--- src/rtl/decode_stage.sv ---
// RV32I decode stage: latches one instruction from fetch, decodes it and
// collects both source operands from the synchronous register file.
module decode_stage (
  input  logic        clk,
  input  logic        rst,
  input  logic        enable_i,
  input  logic [31:0] command_i,
  input  logic [31:0] pc_i,
  input  logic [31:0] rs1_data_i,
  input  logic [31:0] rs2_data_i,
  output logic        done_o,
  output logic        busy_o,
  output logic [31:0] pc_out_o,
  output logic [4:0]  rs1_addr_o,
  output logic [4:0]  rs2_addr_o,
  output logic [31:0] src1_o,
  output logic [31:0] src2_o,
  output logic [4:0]  rd_addr_o,
  output logic [31:0] imm_o,
  output logic [5:0]  op_o,
  output logic        writes_rd_o,
  output logic        is_load_o,
  output logic        is_store_o,
  output logic        is_branch_o,
  output logic        is_jump_o,
  output logic        illegal_o
);

  typedef enum logic [1:0] {
    IDLE = 2'd0,
    ADDR = 2'd1,
    READ = 2'd2
  } state_e;

  localparam logic [5:0] OpIllegal = 6'd63;

  state_e      state_q, state_d;
  logic        done_q;
  logic [31:0] pcOut_q, src1_q, src2_q, imm_q;
  logic [4:0]  rs1Addr_q, rs2Addr_q, rdAddr_q;
  logic [5:0]  op_q;
  logic        writesRd_q, isLoad_q, isStore_q, isBranch_q, isJump_q, illegal_q;

  logic        accept;
  logic [6:0]  opcode, funct7;
  logic [2:0]  funct3;
  logic [31:0] immI, immS, immB, immU, immJ;
  logic [5:0]  decOp;
  logic [31:0] decImm;
  logic        decLegal, decWrites, decLoad, decStore, decBranch, decJump;

  assign opcode = command_i[6:0];
  assign funct3 = command_i[14:12];
  assign funct7 = command_i[31:25];

  assign immI = {{20{command_i[31]}}, command_i[31:20]};
  assign immS = {{20{command_i[31]}}, command_i[31:25], command_i[11:7]};
  assign immB = {{19{command_i[31]}}, command_i[31], command_i[7],
                 command_i[30:25], command_i[11:8], 1'b0};
  assign immU = {command_i[31:12], 12'h000};
  assign immJ = {{11{command_i[31]}}, command_i[31], command_i[19:12],
                 command_i[20], command_i[30:21], 1'b0};

  // The done cycle counts as busy, so the FSM can already sit in IDLE without
  // letting an enable in that same cycle through.
  assign busy_o = (state_q != IDLE) || done_q;
  assign accept = enable_i && !busy_o;

  always_ff @(posedge clk or posedge rst) begin
    if (rst) begin
      state_q <= IDLE;
    end else begin
      state_q <= state_d;
    end
  end

  always_comb begin
    state_d = state_q;
    case (state_q)
      IDLE:    if (accept) state_d = ADDR;
      ADDR:    state_d = READ;
      READ:    state_d = IDLE;
      default: state_d = IDLE;
    endcase
  end

  always_comb begin
    decOp     = OpIllegal;
    decImm    = '0;
    decLegal  = 1'b0;
    decWrites = 1'b0;
    decLoad   = 1'b0;
    decStore  = 1'b0;
    decBranch = 1'b0;
    decJump   = 1'b0;
    case (opcode)
      7'b0110111: begin
        decLegal = 1'b1; decOp = 6'd0; decImm = immU; decWrites = 1'b1;
      end
      7'b0010111: begin
        decLegal = 1'b1; decOp = 6'd1; decImm = immU; decWrites = 1'b1;
      end
      7'b1101111: begin
        decLegal = 1'b1; decOp = 6'd2; decImm = immJ; decWrites = 1'b1;
        decJump  = 1'b1;
      end
      7'b1100111: begin
        decLegal = (funct3 == 3'b000); decOp = 6'd3; decImm = immI;
        decWrites = 1'b1; decJump = 1'b1;
      end
      7'b1100011: begin
        decLegal = 1'b1; decImm = immB; decBranch = 1'b1;
        case (funct3)
          3'b000:  decOp = 6'd4;
          3'b001:  decOp = 6'd5;
          3'b100:  decOp = 6'd6;
          3'b101:  decOp = 6'd7;
          3'b110:  decOp = 6'd8;
          3'b111:  decOp = 6'd9;
          default: decLegal = 1'b0;
        endcase
      end
      7'b0000011: begin
        decLegal = 1'b1; decImm = immI; decLoad = 1'b1; decWrites = 1'b1;
        case (funct3)
          3'b000:  decOp = 6'd10;
          3'b001:  decOp = 6'd11;
          3'b010:  decOp = 6'd12;
          3'b100:  decOp = 6'd13;
          3'b101:  decOp = 6'd14;
          default: decLegal = 1'b0;
        endcase
      end
      7'b0100011: begin
        decLegal = 1'b1; decImm = immS; decStore = 1'b1;
        case (funct3)
          3'b000:  decOp = 6'd15;
          3'b001:  decOp = 6'd16;
          3'b010:  decOp = 6'd17;
          default: decLegal = 1'b0;
        endcase
      end
      7'b0010011: begin
        decLegal = 1'b1; decImm = immI; decWrites = 1'b1;
        case (funct3)
          3'b000: decOp = 6'd18;
          3'b010: decOp = 6'd19;
          3'b011: decOp = 6'd20;
          3'b100: decOp = 6'd21;
          3'b110: decOp = 6'd22;
          3'b111: decOp = 6'd23;
          3'b001: begin
            decOp = 6'd24; decLegal = (funct7 == 7'b0000000);
          end
          3'b101: begin
            if (funct7 == 7'b0000000)      decOp = 6'd25;
            else if (funct7 == 7'b0100000) decOp = 6'd26;
            else                           decLegal = 1'b0;
          end
          default: decLegal = 1'b0;
        endcase
      end
      7'b0110011: begin
        decLegal = 1'b1; decWrites = 1'b1;
        if (funct7 == 7'b0000000) begin
          case (funct3)
            3'b000:  decOp = 6'd27;
            3'b001:  decOp = 6'd29;
            3'b010:  decOp = 6'd30;
            3'b011:  decOp = 6'd31;
            3'b100:  decOp = 6'd32;
            3'b101:  decOp = 6'd33;
            3'b110:  decOp = 6'd35;
            default: decOp = 6'd36;
          endcase
        end else if (funct7 == 7'b0100000) begin
          case (funct3)
            3'b000:  decOp = 6'd28;
            3'b101:  decOp = 6'd34;
            default: decLegal = 1'b0;
          endcase
        end else begin
          decLegal = 1'b0;
        end
      end
      default: decLegal = 1'b0;
    endcase

    // An illegal word must not leak any partial decode into execute.
    if (!decLegal) begin
      decOp     = OpIllegal;
      decImm    = '0;
      decWrites = 1'b0;
      decLoad   = 1'b0;
      decStore  = 1'b0;
      decBranch = 1'b0;
      decJump   = 1'b0;
    end
    if (command_i[11:7] == 5'd0) decWrites = 1'b0;
  end

  always_ff @(posedge clk or posedge rst) begin
    if (rst) begin
      done_q     <= 1'b0;
      pcOut_q    <= '0;
      rs1Addr_q  <= '0;
      rs2Addr_q  <= '0;
      rdAddr_q   <= '0;
      op_q       <= OpIllegal;
      imm_q      <= '0;
      writesRd_q <= 1'b0;
      isLoad_q   <= 1'b0;
      isStore_q  <= 1'b0;
      isBranch_q <= 1'b0;
      isJump_q   <= 1'b0;
      illegal_q  <= 1'b0;
      src1_q     <= '0;
      src2_q     <= '0;
    end else begin
      done_q <= (state_q == READ);
      if (accept) begin
        pcOut_q    <= pc_i;
        rs1Addr_q  <= command_i[19:15];
        rs2Addr_q  <= command_i[24:20];
        rdAddr_q   <= command_i[11:7];
        op_q       <= decOp;
        imm_q      <= decImm;
        writesRd_q <= decWrites;
        isLoad_q   <= decLoad;
        isStore_q  <= decStore;
        isBranch_q <= decBranch;
        isJump_q   <= decJump;
        illegal_q  <= !decLegal;
      end
      // x0 is hardwired to zero regardless of what the register file returns.
      if (state_q == READ) begin
        src1_q <= (rs1Addr_q == 5'd0) ? 32'd0 : rs1_data_i;
        src2_q <= (rs2Addr_q == 5'd0) ? 32'd0 : rs2_data_i;
      end
    end
  end

  assign done_o      = done_q;
  assign pc_out_o    = pcOut_q;
  assign rs1_addr_o  = rs1Addr_q;
  assign rs2_addr_o  = rs2Addr_q;
  assign rd_addr_o   = rdAddr_q;
  assign src1_o      = src1_q;
  assign src2_o      = src2_q;
  assign imm_o       = imm_q;
  assign op_o        = op_q;
  assign writes_rd_o = writesRd_q;
  assign is_load_o   = isLoad_q;
  assign is_store_o  = isStore_q;
  assign is_branch_o = isBranch_q;
  assign is_jump_o   = isJump_q;
  assign illegal_o   = illegal_q;

endmodule

--- config.mk ---
export PLATFORM = sky130hd
export DESIGN_NAME = decode_stage
export DESIGN_NICKNAME = d
export VERILOG_FILES = /design/src/rtl/decode_stage.sv
export SDC_FILE = /design/constraint.sdc
export NUM_CORES = 1
export LEC_CHECK = 0
export CAP_MARGIN = 20
export CORE_ASPECT_RATIO = 1.4
export CORE_MARGIN = 2
export CORE_UTILIZATION = 45
export CTS_CLUSTER_SIZE = 10
export DETAILED_ROUTE_END_ITERATION = 12
export GPL_TIMING_DRIVEN = 0
export PLACE_DENSITY_LB_ADDON = 0.2
export RECOVER_POWER = 25
export SYNTH_ARGS = -nofsm -noshare
export SYNTH_HDL_FRONTEND = slang
export SYNTH_SLANG_ARGS = --single-unit
--- constraint.sdc ---
create_clock -name clk -period 15.5 [get_ports clk]
set_input_delay 2.325 -clock clk [delete_from_list [all_inputs] [get_ports clk]]
set_output_delay 2.325 -clock clk [all_outputs]
set_load 0.1 [all_outputs]
==> results of run 1 <==
cell type report:
type                    count  area (µm²)
plain buffers              47         193
fillers                  1110        4050
clock buffers              19         443
inverters                   7        27.5
clock inverters            13         156
flip-flops and latches    158        3960
repair buffers            288        2900
well taps                 189         236
multi-input cells         440        2480
layer usage:
metal | share of wire (%) | vias to the layer above | GRT usage (%)
met2 | 52 | 270 | 52.2
met5 | 0 | - | 0
li1 | - | 2916 | -
met3 | 7.9 | 48 | 9.08
met1 | 37 | 3046 | 33.5
met4 | 3.6 | 0 | 13.0
Yosys cell counts, types with 2 or more instances:
library cell | number | area [µm²]
o21ai_0 | 36 | 180
o2bb2ai_1 | 2 | 17.5
nand3b_1 | 3 | 22.5
clkbuf_1 | 33 | 124
a22oi_1 | 7 | 52.6
nand3_1 | 5 | 25.0
nand2b_1 | 7 | 43.8
nor2b_1 | 3 | 18.8
a32o_1 | 9 | 90.1
inv_1 | 6 | 22.5
buf_2 | 7 | 35.0
o22ai_1 | 4 | 25.0
and2_1 | 2 | 12.5
a21oi_1 | 30 | 150
nor3b_1 | 3 | 22.5
o221ai_1 | 2 | 17.5
nand2_1 | 185 | 694
dfrtp_1 | 152 | 3800
dfstp_2 | 6 | 158
nor2_1 | 23 | 86.3
buf_1 | 6 | 22.5
a31oi_1 | 3 | 18.8
o31ai_1 | 2 | 15.0
nor3_1 | 7 | 35.0
nand4b_1 | 3 | 26.3
o2111ai_1 | 2 | 17.5
o211ai_1 | 2 | 15.0
xnor2_1 | 3 | 26.3
o32a_1 | 3 | 30.0
or2_2 | 3 | 18.8
a22o_1 | 64 | 561
sequential cells by signal, indices dropped and copies added, names as in the netlist:
| signal | count |
|---|---|
| rs1_addr_o | 5 |
| writes_rd_o | 1 |
| rd_addr_o | 5 |
| pc_out_o | 32 |
| is_branch_o | 1 |
| illegal_o | 1 |
| is_jump_o | 1 |
| is_store_o | 1 |
| imm_o | 32 |
| op_o | 6 |
| state_q | 2 |
| is_load_o | 1 |
| src1_o | 32 |
| src2_o | 32 |
| done_o | 1 |
| rs2_addr_o | 5 |
metrics by stage:
stage | area, µm² | hold slack [ps] | utilization [%]
2_1_floorplan | 6660 | 427 | -
3_5_place_dp | 9800 | 447 | 67.9
3_3_place_gp | 9770 | 444 | 67.6
5_1_grt | 10400 | 498 | 72.0
6_report | 10400 | 471 | 72.0
4_1_cts | 10400 | 469 | 72.0
how the worst min path moves through the flow:
stage	start	end	slack (ps)	cells past startpoint
final	state_q[1]	state_q[1]	470	1
after floorplan	state_q[1]	state_q[1]	430	1
after CTS	state_q[1]	state_q[1]	470	1
after global routing	state_q[1]	state_q[1]	500	1
after global placement	state_q[1]	state_q[1]	440	1
after detailed placement	state_q[1]	state_q[1]	450	1
kinds of logic after synthesis:
kind of cell,Yosys count
simple gates,252
buf+inv,54
xor+xnor,4
mux,1
compound gates,183
flops,158
==> run metrics, run 1 <==
vias in the first global route 6252; synthesized area per cell 10.2 µm²; setup slack, reg-to-reg around 14000 ps; Residual DRC 0; Longest Clk Path Bufs 2; status complete, but fails checks; drt total wl approximately 23000 µm; die area 15800 µm²; failing checks capacitance limit, slew limit; Port-buffer cells ~290; slowest stage delay, CP 1880 ps; critical path depth 2; # setup viols final 0; Reg-to-Reg Start state_q[1]; CTS sink count around 160; pin count of the biggest net entering global routing 83; commonest non-fill, non-tap cell in the layout clkdlybuf4s50_1; Crit. End Element async pin; routed vias roughly 6300; complex-gate fraction of the synthesized area 20.2%; Setup TNS 0 ps; die height about 150 µm; Data arrival, critical path 4830 ps; Register-to-Register Path Depth 6; fin crit share 31.4%; Die W 107 µm; Cell Chain, Critical Path dlygate4sd3_1 -> clkinvlp_2; first-pass GRT wire length 35600 µm; Syn Inst Count between 600 and 700; hold bufs inserted after CTS 0; total track usage 29.9%; CORE AREA 14400 µm²; WP data required roughly 15000 ps; postcts setup bufs 0; Synth Flop Type dfrtp_1; Finished Layout Cells about 1200; drt wl/cell ~20 µm; GRT overflow 0; Critical path origin rst; Antenna Cells 0; clk_lat worst skew approximately 420 ps; async set or reset register ratio after synthesis between 90% and 100%; simple-gate share of the synthesized area 16.4%; root buf cell clkbuf_16; detailed placer's ending HPWL roughly 18000 µm; P&R area growth vs syn 56.1%; Crit path buffers/inverters 2; Antenna Nets Post-Route 0; #FFs+latches synth between 150 and 200; FF-to-FF End pc_out_o[4]; startpoint types input pin; post-synthesis adder-cell area fraction 0%; worst-margin pin slew about 3400 ps; syn nets ~800; RSZ-0062 raised after global routing false; Place WS roughly 11000 ps; Slew Limit Fails 77; number of max-cap violations 1; Initial DRC Count 342; drt first pass iters 5; Initial Util a little under half; placed insts 1129; synth unique cells 60; Hold Fails Final Rpt 0; Synth Area in XOR/XNOR less than 1%; post-synthesis mux area share 0.150%; post-route clock skew 12.6 ps; WS Path Type in2async; Num CTS Buffers 17; crit path capture rs1_addr_o[4]; clock slew at reported path FFs 60 ps; min Tclk post-route 4870 ps; Crit-path slowest cell clkinvlp_2; largest family of logic cells by synthesized area compound AO/OA/AOI/OAI gates; initial antenna violation count 0; # rows between 50 and 60; H-tree Lvls 4; final RePlAce weighted congestion between 0.9 and 1; EDFF count, synth 0; HP Class reg2reg; Ys Warns 0; sequential area share after synthesis ~59%; io pins 288; CP top delay family buffers and inverters; TritonCTS clock tree done; ratio of cells with drive above 1 in the final layout just under 6%; achievable frequency 205 MHz; Synth Cell Area approximately 6700 µm²; cts repair resizes 0; most used cells in the layout excluding fill and tap cells 222 x clkdlybuf4s50_1, 185 x nand2_1, 152 x dfrtp_1; via-per-instance ratio approximately 5.4; nets about 1100; relative slew slack -125%; critical-path maximum fanout 77; Setup WS post-layout between 10000 and 15000 ps
Power of run 1 is not shown: default switching activity piles up to over one toggle a cycle in this logic, so the estimate is an artifact.
==> inputs of run 2 (changes only) <==
Settings changed: CORE_UTILIZATION 45 to 43.
Clock period 15.5 ns to 4.7 ns, I/O delays scaled along.
==> run 2 against run 1 <==
  * The run still ends with capacitance limit, slew limit left
  * First-iteration DRC count decreased by 5.0%
  * Routed wire length is 1.6% higher
  * Critical path type unchanged
  * Critical path depth is 3 higher
  * Final cell count increased by 0.52%
  * Sequential cell count unchanged
  * Largest cell class unchanged
  * Worst setup slack lost 9200 ps
==> run metrics, run 2 (synthesis results as in run 1) <==
via-per-instance ratio 5.45; most used cells in the layout excluding fill and tap cells 286 x clkdlybuf4s50_1, 185 x nand2_1, 152 x dfrtp_1; first-pass GRT wire length 35300 µm; drt wl/cell ~20 µm; Antenna Nets Post-Route 0; Post-Route Utilization 69.0%; Initial Util about 44%; vias in the first global route 6201; number of max-cap violations 2; root buf cell clkbuf_16; Slew Limit Fails just under 80; startpoint types input pin; ratio of cells with drive above 1 in the final layout slightly below 6%; Residual DRC 0; final RePlAce weighted congestion around 0.94; Port-buffer cells 287; Antenna Cells 0; relative slew slack -37.0%; initial antenna violation count 0; total track usage approximately 28%; drt total wl approximately 24000 µm; detailed placer's ending HPWL around 18000 µm; WP data required 5320 ps; Data arrival, critical path about 3800 ps; Die W 109 µm; clock slew at reported path FFs 70 ps; setup slack, reg-to-reg between 2000 and 3000 ps; RSZ-0062 raised after global routing false; post-route clock skew roughly 13 ps; achievable frequency approximately 310 MHz; die area approximately 17000 µm²; CORE AREA roughly 15000 µm²; Min-Delay Endpoint state_q[1]; die height around 150 µm; CTS sink count around 160; hold bufs inserted after CTS 0; fin crit share 68.5%; postcts setup bufs 0; status complete, but fails checks; Reg-to-Reg Start state_q[1]; Longest Clk Path Bufs 2; clk_lat worst skew approximately 420 ps; Num CTS Buffers 17; pin count of the biggest net entering global routing 41; cts repair resizes 0; fill count around 1200; io pins roughly 290; P&R area growth vs syn 56.5%; Register-to-Register Path Depth 5; Crit. End Element async pin; drt first pass iters 5; H-tree Lvls 4; FF-to-FF End op_o[1]; min Tclk post-route around 3200 ps; # setup viols final 0; HP Class reg2reg; hold path cells 1; Setup TNS 0 ps; Worst Hold Launch state_q[1]; # rows 53; critical-path maximum fanout 38; routed vias roughly 6400; TritonCTS clock tree done; Hold Fails Final Rpt 0; GRT overflow 0; worst-margin pin slew around 2100 ps; failing checks capacitance limit, slew limit; Initial DRC Count ~330; nets 1093; commonest non-fill, non-tap cell in the layout clkdlybuf4s50_1; WS Path Type in2async
==> run 2: worst max-delay path by stage <==
stage	from	end	slack, ps	depth (start not counted)
floorplan	rst	done_o	2000	1
global placement	rst	pc_out_o[6]	640	2
detailed placement	command_i[14]	imm_o[14]	1630	8
CTS	state_q[1]	busy_o	1880	3
global route	rst	src2_o[29]	960	3
finish	rst	pc_out_o[14]	1480	5
==> run 2: cell type report <==
cell class                 count  area [µm²]  share of cell area, %
sequential                   158        3960                   38.0
buffer                        47         193                   1.85
clock inverter                14         174                   1.67
tap                          192         240                   2.30
clock buffer                  18         429                   4.12
multi-input combinational    440        2480                   23.8
timing repair buffer         291        2920                   28.0
inverter                       7        27.5                  0.264
==> run 2: layer usage <==
layer	share of wire, %	vias up	global-route usage, %
li1	-	2922	-
met1	36	3112	32.0
met2	52	280	49.7
met3	8.9	46	8.65
met4	3.0	0	10.8
met5	0	-	0
==> run 2: per-stage QoR <==
stage | cell area [µm²] | cells | hold WS (ps) | setup WS (ps)
2_1_floorplan | 6670 | 652 | 427 | 2000
3_3_place_gp | 9780 | 1131 | 444 | 635
3_5_place_dp | 9860 | 1135 | 457 | 1630
4_1_cts | 10500 | 1167 | 466 | 1880
5_1_grt | 10400 | 1167 | 492 | 962
6_report | 10400 | 1167 | 469 | 1480
==> run 2: critical path, cell delays in order <==
cell and delay, ps:
dlygate4sd3_1 550, clkinvlp_2 500, clkbuf_1 1480, buf_12 330
buf_12 230
Power of run 2 is left out for the same reason.
==> inputs of run 3 (changes only) <==
Settings changed: CORE_UTILIZATION 43 to 38.
Clock period 4.7 ns to 2.8 ns, I/O delays scaled along.
==> run 3 against run 2 <==
  * First-iteration DRC count is 18% higher
  * Cell area is 0.14% higher
  * The flow now finishes without violations
  * Worst setup slack worse by 1300 ps
  * Non-clock buffer count stayed put
  * Sequential cell count stayed put
  * Clock skew is 0.93 ps lower
  * Core utilization is 8.5 points lower
  * Worst hold slack worse by 0.92 ps
==> run metrics, run 3 (synthesis results as in run 1) <==
Critical path origin command_i[6]; pin count of the biggest net entering global routing 38; clock slew at reported path FFs approximately 70 ps; P&R area growth vs syn 56.7%; total track usage between 20% and 30%; Register-to-Register Path Depth 5; critical-path maximum fanout 10; die height ~160 µm; Reg-to-Reg Start state_q[1]; Port-buffer cells 287; CTS sink count between 150 and 200; Antenna Cells 0; initial antenna violation count 0; number of max-cap violations 0; via-per-instance ratio 5.17; crit path capture op_o[3]; Residual DRC 0; detailed placer's ending HPWL about 18000 µm; # rows between 50 and 60; cts repair resizes 0; most used cells in the layout excluding fill and tap cells 286 x clkdlybuf4s50_1, 185 x nand2_1, 152 x dfrtp_1; TritonCTS clock tree done; Area after DPL slightly below 10000 µm²; Crit. End Element flip-flop; post-route clock skew approximately 12 ps; Die W about 120 µm; Setup WS post-layout approximately 200 ps; CORE AREA approximately 17000 µm²; status finished clean; drt total wl approximately 24000 µm; vias in the first global route between 6000 and 7000; fin crit share between 90% and 100%; setup slack, reg-to-reg roughly 700 ps; ratio of cells with drive above 1 in the final layout around 5.8%; min Tclk post-route 2600 ps; RSZ-0062 raised after global routing false; startpoint types input pin; hold bufs inserted after CTS 0; commonest non-fill, non-tap cell in the layout clkdlybuf4s50_1; root buf cell clkbuf_16; HP Class reg2reg; Finished Layout Cells between 1000 and 1500; Initial Util around 39%; clk_lat worst skew about 430 ps; met3 usage a little under a tenth; achievable frequency 385 MHz; Longest Clk Path Bufs 2; # setup viols final 0; worst-margin pin slew about 1100 ps; Num CTS Buffers 17; Post-Route Utilization between 60% and 70%; die area about 19000 µm²; drt wl/cell about 20 µm; first-pass GRT wire length 36000 µm; GRT met1 Usage 28.8%; WS Path Type in2reg; drt first pass iters 5; H-tree Lvls 4; postcts setup bufs 0; relative slew slack between 20% and 30%; io pins ~290; FF-to-FF End op_o[1]; GRT overflow 0; final RePlAce weighted congestion approximately 0.96; Antenna Nets Post-Route 0; final instance area 10400 µm²; met2 usage between 40% and 50%; Place WS -97.5 ps; Slew Limit Fails 0; busiest metal layer after global routing met2; placed insts about 1200; routed vias approximately 6300; hold path cells 1; Hold Fails Final Rpt 0; WP data required between 3000 and 4000 ps; Initial DRC Count between 300 and 400; Data arrival, critical path slightly below 3000 ps; nets 1093
[run 3: through the flow]
stage,hold WS [ps],setup TNS [ps]
floorplan,427,0
global placement,444,-159490
detailed placement,450,-278
CTS,312,0
global route,494,0
finish,468,0
[run 3: area by class of cell]
type                            instances  area, µm²
Clock inverter                         11        110
Clock buffer                           21        450
Multi-Input combinational cell        440       2480
Fill cell                            1485       6820
Tap cell                              236        295
Buffer                                 47        193
Sequential cell                       158       3960
Inverter                                7       27.5
Timing Repair Buffer                  291       2920
[run 3: routing by layer]
metal	share of wire [%]	routed length [µm]
met4	2.7	625
met2	50	11900
met3	9.5	2240
met5	0	0
met1	37	8780
[run 3: worst min path at each step]
stage | from | end | slack (ps)
6_report | state_q[1] | state_q[1] | 470
5_1_grt | pc_out_o[7] | pc_out_o[7] | 490
4_1_cts | rst | pc_out_o[3] | 310
3_5_place_dp | state_q[1] | state_q[1] | 450
3_3_place_gp | state_q[1] | state_q[1] | 440
2_1_floorplan | state_q[1] | state_q[1] | 430
[run 3: critical path, stage by stage]
cell	delay, ps
clkdlybuf4s50_1	610
clkbuf_1	400
a21boi_0	230
o311ai_0	890
a211oi_1	200
a21oi_1	210
Power of run 3 is left out for the same reason.
